`config.mk`:
```
export PLATFORM = sky130hd
export DESIGN_NAME = bus_alu_sequencer_flat
export DESIGN_NICKNAME = d
export VERILOG_FILES = /design/src/rtl/bus_alu_sequencer_if.sv /design/src/rtl/bus_alu_sequencer.sv /design/src/flat_wrapper.sv
export SDC_FILE = /design/constraint.sdc
export NUM_CORES = 2
export LEC_CHECK = 0
export ABC_AREA = 1
export BUFFER_PORTS_ARGS = -buffer_cell sky130_fd_sc_hd__clkbuf_2
export CAP_MARGIN = 15
export CORE_UTILIZATION = 55
export DETAILED_ROUTE_END_ITERATION = 10
export PLACE_DENSITY_LB_ADDON = 0.15
export SYNTH_ARGS = -nofsm -noshare
export SYNTH_HDL_FRONTEND = slang
export SYNTH_SLANG_ARGS = --single-unit
```
`constraint.sdc`:
```
create_clock -name clk -period 24.4 [get_ports clk]
set_input_delay 3.66 -clock clk [delete_from_list [all_inputs] [get_ports clk]]
set_output_delay 3.66 -clock clk [all_outputs]
set_load 0.03 [all_outputs]
```
`src/rtl/bus_alu_sequencer_if.sv`:
```
// Request/load handshake bundle for bus_alu_sequencer.
// master drives requests and loads; slave returns ready, done and err.
interface bus_alu_sequencer_if #(
    parameter int WIDTH = 32,
    parameter int NREGS = 16,
    parameter int OPW   = 5
) ();
    localparam int AW = $clog2(NREGS);

    logic             req_valid;
    logic             req_ready;
    logic [OPW-1:0]   req_op;
    logic [AW-1:0]    req_ra;
    logic [AW-1:0]    req_rb;
    logic [AW-1:0]    req_rd;
    logic             ld_valid;
    logic             ld_ready;
    logic [AW-1:0]    ld_rd;
    logic [WIDTH-1:0] ld_data;
    logic             done;
    logic             err;

    modport master (
        output req_valid, req_op, req_ra, req_rb, req_rd,
        output ld_valid, ld_rd, ld_data,
        input  req_ready, ld_ready, done, err
    );

    modport slave (
        input  req_valid, req_op, req_ra, req_rb, req_rd,
        input  ld_valid, ld_rd, ld_data,
        output req_ready, ld_ready, done, err
    );
endinterface

```
`src/rtl/bus_alu_sequencer.sv`:
```
// Single-bus register file + ALU sequencer: IDLE -> TY -> TZ -> TWB.
// Ports: clk, clr (async active-low), bus (request/load handshake,
// done/err), hi, lo, bus_dbg, rd_sel/rd_data (combinational read).
// Option: BUSDP_R0_ZERO_EN makes R0 read as zero and ignore writes.
module bus_alu_sequencer #(
    parameter int WIDTH = 32,
    parameter int NREGS = 16,
    parameter int OPW   = 5
) (
    input  logic                       clk,
    input  logic                       clr,
    bus_alu_sequencer_if.slave         bus,
    output logic [WIDTH-1:0]           hi,
    output logic [WIDTH-1:0]           lo,
    output logic [WIDTH-1:0]           bus_dbg,
    input  logic [$clog2(NREGS)-1:0]   rd_sel,
    output logic [WIDTH-1:0]           rd_data
);
    localparam int AW = $clog2(NREGS);
    localparam int SW = $clog2(WIDTH);

    typedef enum logic [1:0] {IDLE, TY, TZ, TWB} state_t;

    state_t           state;
    state_t           state_nx;

    logic [WIDTH-1:0] rf    [NREGS];
    logic [WIDTH-1:0] rf_rd [NREGS];

    logic [OPW-1:0]   op_q;
    logic [AW-1:0]    ra_q;
    logic [AW-1:0]    rb_q;
    logic [AW-1:0]    rd_q;
    logic [WIDTH-1:0] y_q;
    logic [WIDTH-1:0] zhi_q;
    logic [WIDTH-1:0] zlo_q;
    logic [WIDTH-1:0] hi_q;
    logic [WIDTH-1:0] lo_q;
    logic             done_q;
    logic             err_q;

    logic             ld_rdy;
    logic             req_rdy;
    logic             ld_go;
    logic             req_go;
    logic             wb_reg;
    logic             wb_mul;
    logic             wb_bad;
    logic             illegal;
    logic             ld_wr_ok;
    logic             wb_wr_ok;
    logic [WIDTH-1:0] bus_v;
    logic [WIDTH-1:0] alu_hi;
    logic [WIDTH-1:0] alu_lo;
    logic [2*WIDTH-1:0] prod;

    // Read view of the register file; R0 may be forced to zero.
    always_comb begin
        for (int i = 0; i < NREGS; i++) rf_rd[i] = rf[i];
`ifdef BUSDP_R0_ZERO_EN
        rf_rd[0] = '0;
`endif
    end

`ifdef BUSDP_R0_ZERO_EN
    assign ld_wr_ok = (bus.ld_rd != '0);
    assign wb_wr_ok = (rd_q != '0);
`else
    assign ld_wr_ok = 1'b1;
    assign wb_wr_ok = 1'b1;
`endif

    assign illegal = (op_q > OPW'(7));

    // State register
    always_ff @(posedge clk or negedge clr) begin
        if (!clr) state <= IDLE;
        else      state <= state_nx;
    end

    // Next-state logic
    always_comb begin
        state_nx = state;
        unique case (state)
            IDLE: if (req_go) state_nx = TY;
            TY:   state_nx = TZ;
            TZ:   state_nx = TWB;
            TWB:  state_nx = IDLE;
            default: state_nx = IDLE;
        endcase
    end

    // Output / bus-step decode
    always_comb begin
        ld_rdy  = 1'b0;
        req_rdy = 1'b0;
        ld_go   = 1'b0;
        req_go  = 1'b0;
        wb_reg  = 1'b0;
        wb_mul  = 1'b0;
        wb_bad  = 1'b0;
        bus_v   = rf_rd[rd_sel];
        unique case (state)
            IDLE: begin
                // Ready is held low while reset is asserted.
                ld_rdy  = clr;
                req_rdy = clr & ~bus.ld_valid;
                ld_go   = bus.ld_valid & ld_rdy;
                req_go  = bus.req_valid & req_rdy;
            end
            TY:  bus_v = rf_rd[ra_q];
            TZ:  bus_v = rf_rd[rb_q];
            TWB: begin
                bus_v  = zlo_q;
                wb_bad = illegal;
                wb_mul = ~illegal & (op_q == OPW'(6));
                wb_reg = ~illegal & (op_q != OPW'(6));
            end
            default: ;
        endcase
    end

    // ALU: Y is operand A, the bus carries operand B during TZ.
    assign prod = {{WIDTH{1'b0}}, y_q} * {{WIDTH{1'b0}}, bus_v};

    always_comb begin
        alu_hi = '0;
        alu_lo = '0;
        case (op_q[2:0])
            3'd0: alu_lo = y_q + bus_v;
            3'd1: alu_lo = y_q - bus_v;
            3'd2: alu_lo = y_q & bus_v;
            3'd3: alu_lo = y_q | bus_v;
            3'd4: alu_lo = y_q << bus_v[SW-1:0];
            3'd5: alu_lo = y_q >> bus_v[SW-1:0];
            3'd6: {alu_hi, alu_lo} = prod;
            3'd7: alu_lo = ~y_q;
            default: ;
        endcase
    end

    // Datapath registers
    always_ff @(posedge clk or negedge clr) begin
        if (!clr) begin
            for (int i = 0; i < NREGS; i++) rf[i] <= '0;
            op_q   <= '0;
            ra_q   <= '0;
            rb_q   <= '0;
            rd_q   <= '0;
            y_q    <= '0;
            zhi_q  <= '0;
            zlo_q  <= '0;
            hi_q   <= '0;
            lo_q   <= '0;
            done_q <= 1'b0;
            err_q  <= 1'b0;
        end else begin
            done_q <= (state == TWB);
            err_q  <= wb_bad;
            if (req_go) begin
                op_q <= bus.req_op;
                ra_q <= bus.req_ra;
                rb_q <= bus.req_rb;
                rd_q <= bus.req_rd;
            end
            if (state == TY) y_q <= bus_v;
            if (state == TZ) begin
                zhi_q <= alu_hi;
                zlo_q <= alu_lo;
            end
            // Loads happen only in IDLE, write-back only in TWB.
            if (ld_go && ld_wr_ok) rf[bus.ld_rd] <= bus.ld_data;
            if (wb_reg && wb_wr_ok) rf[rd_q] <= zlo_q;
            if (wb_mul) begin
                hi_q <= zhi_q;
                lo_q <= zlo_q;
            end
        end
    end

    assign bus.ld_ready  = ld_rdy;
    assign bus.req_ready = req_rdy;
    assign bus.done      = done_q;
    assign bus.err       = err_q;
    assign hi            = hi_q;
    assign lo            = lo_q;
    assign bus_dbg       = bus_v;
    assign rd_data       = rf_rd[rd_sel];
endmodule

```
`src/flat_wrapper.sv`:
```
// flat-port wrapper written by rule: the top's interface ports become plain ports
module bus_alu_sequencer_flat 
#(
    parameter int WIDTH = 32,
    parameter int NREGS = 16,
    parameter int OPW   = 5
)
  (clk, clr, hi, lo, bus_dbg, rd_sel, rd_data, bus_req_valid, bus_req_op, bus_req_ra, bus_req_rb, bus_req_rd, bus_ld_valid, bus_ld_rd, bus_ld_data, bus_req_ready, bus_ld_ready, bus_done, bus_err);
  bus_alu_sequencer_if #(.WIDTH(WIDTH), .NREGS(NREGS), .OPW(OPW)) bus_i ();
  input  logic clk;
  input  logic clr;
  output logic [WIDTH-1:0] hi;
  output logic [WIDTH-1:0] lo;
  output logic [WIDTH-1:0] bus_dbg;
  input  logic [$clog2(NREGS)-1:0] rd_sel;
  output logic [WIDTH-1:0] rd_data;
  input wire logic [$bits(bus_i.req_valid)-1:0] bus_req_valid;
  input wire logic [$bits(bus_i.req_op)-1:0] bus_req_op;
  input wire logic [$bits(bus_i.req_ra)-1:0] bus_req_ra;
  input wire logic [$bits(bus_i.req_rb)-1:0] bus_req_rb;
  input wire logic [$bits(bus_i.req_rd)-1:0] bus_req_rd;
  input wire logic [$bits(bus_i.ld_valid)-1:0] bus_ld_valid;
  input wire logic [$bits(bus_i.ld_rd)-1:0] bus_ld_rd;
  input wire logic [$bits(bus_i.ld_data)-1:0] bus_ld_data;
  output wire logic [$bits(bus_i.req_ready)-1:0] bus_req_ready;
  output wire logic [$bits(bus_i.ld_ready)-1:0] bus_ld_ready;
  output wire logic [$bits(bus_i.done)-1:0] bus_done;
  output wire logic [$bits(bus_i.err)-1:0] bus_err;
  assign bus_i.req_valid = bus_req_valid;
  assign bus_i.req_op = bus_req_op;
  assign bus_i.req_ra = bus_req_ra;
  assign bus_i.req_rb = bus_req_rb;
  assign bus_i.req_rd = bus_req_rd;
  assign bus_i.ld_valid = bus_ld_valid;
  assign bus_i.ld_rd = bus_ld_rd;
  assign bus_i.ld_data = bus_ld_data;
  assign bus_req_ready = bus_i.req_ready;
  assign bus_ld_ready = bus_i.ld_ready;
  assign bus_done = bus_i.done;
  assign bus_err = bus_i.err;
  bus_alu_sequencer #(.WIDTH(WIDTH), .NREGS(NREGS), .OPW(OPW)) u_core (.clk(clk), .clr(clr), .bus(bus_i), .hi(hi), .lo(lo), .bus_dbg(bus_dbg), .rd_sel(rd_sel), .rd_data(rd_data));
endmodule
```
==> summary.md <==
| Metric | Value |
|---|---|
| Status | `complete, but fails checks` |
| Failing checks | `DRC` |
| Min-Delay Path Class | `flip-flop to flip-flop` |
| Rel. slew slack | `0.0965` |
| CP top delay family | `adder cells` |
| Worst-path clk slew | `0.06 ns` |
| I/O pins | `193` |
| Post-DP HPWL | `254 mm` |
| Cell Area, Synth | `84800 sq um` |
| Min Tclk post-route | `14.59 ns` |
| Most common cell after layout, fill and taps aside | `nand2_1` |
| Clk buf depth | `3` |
| Post-CTS Setup Inserts | `0` |
| DRT Pass-1 Iters | `11` |
| Final Core Density | `0.583` |
| Final period util | `0.598` |
| Post-CTS resize count | `0` |
| Layout fillers | `14500` |
| Initial antenna violation count | `26` |
| Yosys warns | `0` |
| CTS sink cnt | `693` |
| Least-Margin Pin Slew | `1.35 ns` |
| Final setup margin | `9.81 ns` |
| Die width | `395 um` |
| Cts bufs inserted | `84` |
| Grt total ovfl | `0` |
| Cts hold-fix bufs | `0` |
| CP arrival | `15.22 ns` |
| WL/cell | `29.2 um` |
| Fin nets | `12600` |
| Post-Synthesis Cells | `11800` |
| Gpl congestion | `1.08` |
| EDFF count, synth | `0` |
| Die area | `156000 sq um` |
| Synth Flop Type | `dfrtp_1` |
| Buf/Inv on CP | `10` |
| CP startpoint kind | `primary input` |
| Register area share after synthesis | `0.205` |
| Ys async rst share | `1.00` |
| # DRC | `3` |
| Net count after synthesis | `13100` |
| Cell row count | `143` |
| Root Driver | `clkbuf_16` |
| Vias in the first global route | `85400` |
| Max FO, Critical Path | `199` |
| Sequential cell area | `17400 sq um` |
| All-layer global routing usage | `0.497` |
| Hold Fails Final Rpt | `0` |
| Most frequent cells in the layout | `nand2_1 (2503), inv_1 (1684), o21ai_0 (1131)` |
| P&R area growth vs syn | `4.84%` |
| RSZ-0062 raised after global routing | `false` |
| DRT Wirelength | `393 mm` |
| Number of distinct library cells after synthesis | `55` |
| Non-Filler Instances | `13500` |
| Drt via density | `6.59` |
| Share of cells above drive strength 1 | `0.0598` |
| Setup WS pre-CTS | `9.70 ns` |
| Worst Skew | `0.0643 ns` |
| Setup CP Type | `primary input to flip-flop` |
| 1st-iter DRT viols | `13700` |
| Clk_lat worst skew | `0.74 ns` |
| Max Fclk | `68.6 MHz` |
| Final Setup Violations | `0` |
| CP max stage cell | `a21boi_0` |
| Final TNS setup | `0 ns` |
| Placed insts | `13300` |
| H-tree levels | `3` |
| Cell with the most instances on the worst path | `fa_1` |
| Syn_area_per_cell | `7.18 sq um` |
| Yosys reg bits | `693` |
| Die H | `395 um` |
| CP Capture Type | `flip-flop` |
| Vias | `88700` |
| Port-buffer cells | `192` |
| Multi-input logic area | `56900 sq um` |
| First-pass GRT wire length | `571 mm` |
| WP data required | `25.03 ns` |
| Slowest stage delay, CP | `1.04 ns` |
| Slew Limit Fails | `0` |
| Largest net degree at the start of global routing | `200` |
| Post-DRT Antenna Nets | `0` |
| Placeable Area | `152000 sq um` |
| Initial Util | `0.556` |
| CTS tree | `built` |
| MaxCap Viol Count | `0` |
-- synthesized netlist by cell type, types with 6 or more instances --
master	instances	area (sq um)
a211oi_1	8	60.1
a21boi_0	7	52.6
a21o_1	9	67.6
a21oi_1	670	3350
a31oi_1	60	375
buf_1	81	304
buf_2	161	806
buf_4	66	495
buf_6	55	619
clkbuf_1	562	2110
clkinv_1	16	60.1
dfrtp_1	693	17300
fa_1	897	18000
ha_1	303	3790
inv_1	1696	6370
inv_2	21	78.8
mux2_2	6	67.6
nand2_1	2520	9460
nand2_2	27	169
nand2_4	8	90.1
nand3_1	1009	5050
nand3_2	7	70.1
nand3b_1	8	60.1
nand4_1	23	144
nor2_1	780	2930
nor2_2	6	37.5
nor3_1	62	310
nor4_1	6	37.5
o2111ai_1	6	52.6
o211ai_1	682	5120
o211ai_2	7	87.6
o21a_1	17	128
o21ai_0	1131	5660
o21ai_1	34	170
o21bai_1	7	52.6
o221ai_1	18	158
o22ai_1	43	269
o31ai_1	6	45.0
or2_2	7	43.8
xnor2_1	10	87.6
xor2_1	43	377
-- flip-flops by register name, indices dropped and copies added, names as in the netlist --
register,count
u_core.bus.done,1
u_core.bus.err,1
u_core.hi,32
u_core.lo,32
u_core.op_q,5
u_core.ra_q,4
u_core.rb_q,4
u_core.rd_q,4
u_core.rf,512
u_core.state,2
u_core.y_q,32
u_core.zhi_q,32
u_core.zlo_q,32
-- cells by family after synthesis --
| logic type | Yosys count | synth area share |
|---|---|---|
| AO/OA/AOI/OAI | 2720 | 0.186 |
| multiplexers | 7 | 0.000915 |
| adder cells (fa/ha/maj) | 1200 | 0.257 |
| flip-flops | 693 | 0.205 |
| XOR/XNOR | 53 | 0.00547 |
| AND/OR/NAND/NOR | 4473 | 0.218 |
| buffers and inverters | 2661 | 0.128 |
-- metrics by stage --
step	cell area [sq um]	hold slack (ns)
detailed placement	85800	0.472
CTS	88800	0.487
global placement	85800	0.465
finish	88900	0.485
floorplan	84800	0.445
global route	88900	0.508
-- worst register-to-register path: cells and delay by family (launching register included) --
kind	cells	cell delay [ns]
compound gates	8	2.13
fa+ha+maj	9	4.45
buf+inv	12	3.79
flops	1	0.75
simple gates	11	1.47
-- worst paths after layout --
check | from | to | slack (ns) | depth (start not counted)
max in group asynchronous | clr | u_core.y_q[16] | 19.12 | 3
hold / removal | u_core.hi[22] | u_core.hi[22] | 0.48 | 2
setup / recovery | rd_sel[0] | u_core.zhi_q[19] | 9.81 | 38
min in group asynchronous | clr | u_core.rf[37] | 2.93 | 1
hold reg to reg | u_core.hi[22] | u_core.hi[22] | 0.48 | 2
setup reg to reg | u_core.rb_q[1] | u_core.zhi_q[19] | 11.73 | 40
-- final cells by class --
type                    instances  area share
diodes                         11    0.000310
clock buffers                 121      0.0277
clock inverters                34     0.00607
inverters                    1734      0.0734
multi-input cells            8453       0.640
flip-flops and latches        693       0.195
well taps                    2030      0.0286
repair buffers                381      0.0282
-- routing by layer --
| metal | GRT usage | wire (um) | vias up |
|---|---|---|---|
| met5 | 0 | 324 | - |
| met4 | 0.382 | 37500 | 30 |
| met3 | 0.152 | 56900 | 2023 |
| met2 | 0.727 | 163000 | 7239 |
| met1 | 0.612 | 135000 | 42200 |
| li1 | - | - | 37200 |
Power is not shown: default switching activity piles up to over one toggle a cycle in this logic, so the estimate is an artifact.
